**src/rtl/weight_load_scheduler.sv**
```systemverilog
// Sequences weight loads from NUM_FILTERS per-filter ROMs into the conv datapath, with a per-filter timeout.
// Define WLS_PARALLEL_EN to pulse all ROMs at once and wait for the whole batch under a single timeout.
module weight_load_scheduler #(
  parameter  int unsigned NUM_FILTERS    = 3,
  parameter  int unsigned TIMEOUT_CYCLES = 64,
  localparam int unsigned FID_W          = (NUM_FILTERS > 1) ? $clog2(NUM_FILTERS) : 1
) (
  input  logic                   clk,
  input  logic                   rst_n,
  input  logic                   start,
  input  logic                   conv_idle,
  output logic [NUM_FILTERS-1:0] rom_read_enable,
  input  logic [NUM_FILTERS-1:0] rom_weight_valid,
  output logic [FID_W-1:0]       cur_filter,
  output logic [NUM_FILTERS-1:0] loaded_mask,
  output logic                   busy,
  output logic                   weights_ready,
  output logic                   done,
  output logic                   timeout_err
);

  localparam int unsigned CNT_W = $clog2(TIMEOUT_CYCLES + 1);

  typedef enum logic [2:0] {
    IDLE  = 3'd0,
    ISSUE = 3'd1,
    WAIT  = 3'd2,
    DONE  = 3'd3,
    ERR   = 3'd4
  } state_t;

  state_t                 state_q, state_d;
  logic [CNT_W-1:0]       cnt_q, cnt_d;
  logic [FID_W-1:0]       cur_d;
  logic [NUM_FILTERS-1:0] mask_d;
  logic                   ready_d;
  logic                   err_d;
  logic [NUM_FILTERS-1:0] rd_en_d;
  logic                   busy_d;
  logic                   done_d;
  logic                   timed_out;

  assign timed_out = (cnt_q == CNT_W'(TIMEOUT_CYCLES - 1));

  // State register; outputs are registered from the next-state decode so they line up with the state.
  always_ff @(posedge clk or negedge rst_n) begin
    if (!rst_n) begin
      state_q         <= IDLE;
      cnt_q           <= '0;
      cur_filter      <= '0;
      loaded_mask     <= '0;
      weights_ready   <= 1'b0;
      timeout_err     <= 1'b0;
      rom_read_enable <= '0;
      busy            <= 1'b0;
      done            <= 1'b0;
    end else begin
      state_q         <= state_d;
      cnt_q           <= cnt_d;
      cur_filter      <= cur_d;
      loaded_mask     <= mask_d;
      weights_ready   <= ready_d;
      timeout_err     <= err_d;
      rom_read_enable <= rd_en_d;
      busy            <= busy_d;
      done            <= done_d;
    end
  end

  // Next-state and next-output decode.
  always_comb begin
    state_d = state_q;
    cnt_d   = cnt_q;
    cur_d   = cur_filter;
    mask_d  = loaded_mask;
    ready_d = weights_ready;
    err_d   = timeout_err;
    rd_en_d = '0;
    busy_d  = 1'b0;
    done_d  = 1'b0;

    unique case (state_q)
      IDLE: begin
        if (start && conv_idle) begin
          mask_d  = '0;
          ready_d = 1'b0;
          err_d   = 1'b0;
          cur_d   = '0;
          state_d = ISSUE;
        end
      end
      ISSUE: begin
        cnt_d   = '0;
        state_d = WAIT;
      end
      WAIT: begin
        cnt_d = cnt_q + CNT_W'(1);
`ifdef WLS_PARALLEL_EN
        mask_d = loaded_mask | rom_weight_valid;
        if (&mask_d) begin
          state_d = DONE;
        end else if (timed_out) begin
          state_d = ERR;
        end
`else
        // Only the filter being loaded may advance the sequence; a late timeout loses to a valid.
        if (rom_weight_valid[cur_filter]) begin
          mask_d[cur_filter] = 1'b1;
          if (cur_filter == FID_W'(NUM_FILTERS - 1)) begin
            state_d = DONE;
          end else begin
            cur_d   = cur_filter + FID_W'(1);
            state_d = ISSUE;
          end
        end else if (timed_out) begin
          state_d = ERR;
        end
`endif
      end
      DONE: begin
        ready_d = 1'b1;
        state_d = IDLE;
      end
      ERR: begin
        err_d   = 1'b1;
        state_d = IDLE;
      end
      default: state_d = IDLE;
    endcase

    if (state_d == ISSUE) begin
`ifdef WLS_PARALLEL_EN
      rd_en_d = '1;
`else
      rd_en_d = NUM_FILTERS'(1) << cur_d;
`endif
    end
    busy_d = (state_d == ISSUE) || (state_d == WAIT) || (state_d == DONE);
    done_d = (state_d == DONE);
  end

endmodule

```
**config.mk**
```make
export PLATFORM = sky130hd
export DESIGN_NAME = weight_load_scheduler
export DESIGN_NICKNAME = d
export VERILOG_FILES = /design/src/rtl/weight_load_scheduler.sv
export SDC_FILE = /design/constraint.sdc
export NUM_CORES = 1
export LEC_CHECK = 0
export ABC_AREA = 1
export CAP_MARGIN = 15
export CELL_PAD_IN_SITES_DETAIL_PLACEMENT = 1
export CELL_PAD_IN_SITES_GLOBAL_PLACEMENT = 2
export CORE_MARGIN = 5
export CORE_UTILIZATION = 32
export DETAILED_ROUTE_END_ITERATION = 7
export MAX_ROUTING_LAYER = met4
export PLACE_DENSITY_LB_ADDON = 0.1
export SKIP_LAST_GASP = 1
export SLEW_MARGIN = 20
export SYNTH_ARGS = -nofsm -noshare
export SYNTH_HDL_FRONTEND = slang
export SYNTH_SLANG_ARGS = --single-unit
export TNS_END_PERCENT = 20
```
**constraint.sdc**
```tcl
create_clock -name clk -period 2.6 [get_ports clk]
set_input_delay 0.52 -clock clk [delete_from_list [all_inputs] [get_ports clk]]
set_output_delay 0.52 -clock clk [all_outputs]
set_load 0.01 [all_outputs]
```
==> run summary <==
======================================================================================
Worst min path class                                                           reg2reg
Vert. Die Dim                                                                 67.99 um
Number of global-route vias before repair                                          958
Max Cap Violations                                                                   0
Detailed-placement wirelength estimate                                        1.983 mm
Total count of max-transition violations in the final report                         0
Power Density                                                             910.7 nW/um^2
Total length of routed wires                                                  2.551 mm
Reg clk slew, reported paths                                                   0.12 ns
Total clock buffers created by CTS                                                   3
Post-CTS Hold Fix Bufs                                                               0
Number of buffers inserted by post-CTS setup repair                                  0
Antenna violations before repair                                                     0
Ratio of final minimum period to clock period                                   73.13%
Final hold vios                                                                      0
Detailed router's first-iteration violation count                                   64
Largest net degree at the start of global routing                                   23
Critical path data required time                                               2.08 ns
Filler-free cell count of the finished design                                      197
Synth warnings                                                                       0
Post-placement cell count                                                          193
Slack of the worst reg-to-reg path                                             0.98 ns
Detail-routed via count per cell                                                 4.670
Final GP Congestion                                                             0.8936
Number of distinct standard cells referenced by the synthesized netlist             20
Synthesized area per cell                                                   8.407 um^2
Timing-limited maximum frequency                                             525.9 MHz
Number of DRC violations after detailed routing                                      0
Width of the die                                                              67.99 um
DR pass1 iterations                                                                  4
VDD IR max                                                                   0.3353 mV
Cell at the root of the clock tree                                        sky130_fd_sc_hd__clkbuf_4
Resized Gates After CTS                                                              0
Slowest stage cell on the critical path                                   sky130_fd_sc_hd__clkdlybuf4s50_1
PortBufs                                                                            18
Final count of negative-setup-slack endpoints                                        0
Routed length per instance                                                    12.95 um
Shortest clock period the worst path allows after layout                      1.901 ns
Routed via count                                                                   920
Clock tree from TritonCTS                                                         done
Capturing element type of the critical path                                 output pin
Gr usage total                                                                  13.12%
Total I/O pin count                                                                 19
Worst setup path category                                                      reg2out
Number of sinks handled by clock tree synthesis                                     22
Startpoint type of the worst setup path                                           flop
Global route total overflow                                                          0
Synthesized instance count                                                         128
Clock Skews                                                                0.001858 ns
Core occupancy in the finished layout                                           41.33%
Clock insertion delay at the later pin of the skew report                      0.31 ns
Synth Register Bits                                                                 22
Measured slew at the worst slew-check pin                                    0.2905 ns
Wire length of the first global-routing pass                                  4.409 mm
Post-detailed-route count of antenna-violating nets                                  0
Worst-path cell chain                                                     clkdlybuf4s50_1
Sequential element share of the synthesized area                                51.16%
Most common library cell in the layout ignoring fill and taps             sky130_fd_sc_hd__nand2_1
Post-route setup TNS                                                              0 ns
Critical path's top delay family                                          buffers and inverters
Syn Std Cell Area                                                            1076 um^2
Critical Path AT                                                               1.38 ns
Commonest cells after routing, fill and taps aside                        32 x sky130_fd_sc_hd__nand2_1, 22 x sky130_fd_sc_hd__dfrtp_1, 18 x sky130_fd_sc_hd__clkdlybuf4s50_1, 16 x sky130_fd_sc_hd__inv_1, 13 x sky130_fd_sc_hd__nor2_1
Initial cell density of the core                                                32.76%
Buf+Inv Stages, Crit Path                                                            1
Max Fanout on Critical Path                                                          7
H-tree Lvls                                                                          1
Die Outline Area                                                             4622 um^2
Core region area                                                             3284 um^2
Setup repair after global routing missed its margin                              false
Layout overhead on the synthesized area                                         26.16%
Status                                                                    finished clean
Number of core rows                                                                 21
Antenna diode count                                                                  0
Overall power after layout                                                    1.236 mW
Leakage dissipation                                                          0.6764 nW
Share of layout cells above drive strength 1                                    9.934%
Critical path's largest stage delay                                            0.59 ns
Number of buffers on the longest clock path                                          2
Final #Nets                                                                        163
Worst slew margin                                                               80.63%
Synthesized netlist net count                                                      139
======================================================================================
==> final cells by class <==
type                            count  area [um^2]
Tap cell                           46        57.56
Inverter                           19        71.32
Timing Repair Buffer               19        187.7
Clock buffer                        4        36.28
Multi-Input combinational cell     87        454.2
Fill cell                         418         1927
Sequential cell                    22        550.5
==> through the flow <==
| stage | setup slack (ns) | hold slack, ns | area, um^2 |
|---|---|---|---|
| after floorplan | 1.232 | 0.2244 | 1076 |
| after global placement | 0.7737 | 0.4554 | 1321 |
| after detailed placement | 0.7165 | 0.4812 | 1321 |
| after CTS | 0.6804 | 0.4982 | 1358 |
| after global routing | 0.6169 | 0.5194 | 1358 |
| final | 0.6985 | 0.4923 | 1358 |
==> power by group <==
part | total (mW) | internal [mW] | switching (mW)
Clock | 0.191 | 0.0855 | 0.105
Combinational | 0.540 | 0.229 | 0.311
Sequential | 0.505 | 0.430 | 0.0749
Total | 1.24 | 0.745 | 0.491
==> state kept, by name (all words and copies together) (netlist names) <==
signal,cells
weights_ready,1
timeout_err,1
rom_read_enable,3
busy,1
done,1
state_q,3
cur_filter,2
cnt_q,7
loaded_mask,3
==> per-layer routing <==
layer / up-vias / global-route usage (%) / wire length (um)
li1: 461 / - / -
met1: 444 / 15.65 / 1192
met2: 11 / 22.50 / 1269
met3: 4 / 2.463 / 62
met4: 0 / 3.722 / 27
met5: - / - / 0
==> kinds of logic after synthesis <==
logic type	after synthesis	share of synthesized area (%)
AOI/OAI and AO/OA	15	8.490
adders and majority gates	4	4.651
buffers and inverters	19	6.628
DFF	22	51.16
and+or+nand+nor	68	29.07
==> synthesized netlist by cell type (all sizes together) <==
library cell	n	share of area [%]
a21oi	4	1.9
a22o	1	0.93
a32o	1	0.93
dfrtp	22	51
ha	4	4.7
inv	19	6.6
nand2	35	14
nand3	12	6.5
nand4	3	1.7
nor2	14	5.1
nor3	4	1.9
o21a	1	0.70
o21ai	6	2.8
o22ai	1	0.58
o31ai	1	0.70
==> path summary, 6_finish.rpt <==
check | to | from | depth (start not counted)
worst max-delay path | cur_filter[1] | cur_filter[1] | 1
worst min-delay path | cnt_q[6] | cnt_q[6] | 1
worst max register to register | rom_read_enable[0] | cur_filter[1] | 9
worst min register to register | cnt_q[6] | cnt_q[6] | 1
max in group asynchronous | loaded_mask[1] | rst_n | 2
min in group asynchronous | weights_ready | rst_n | 2
No activity file was read; power rests on OpenSTA's default activity.
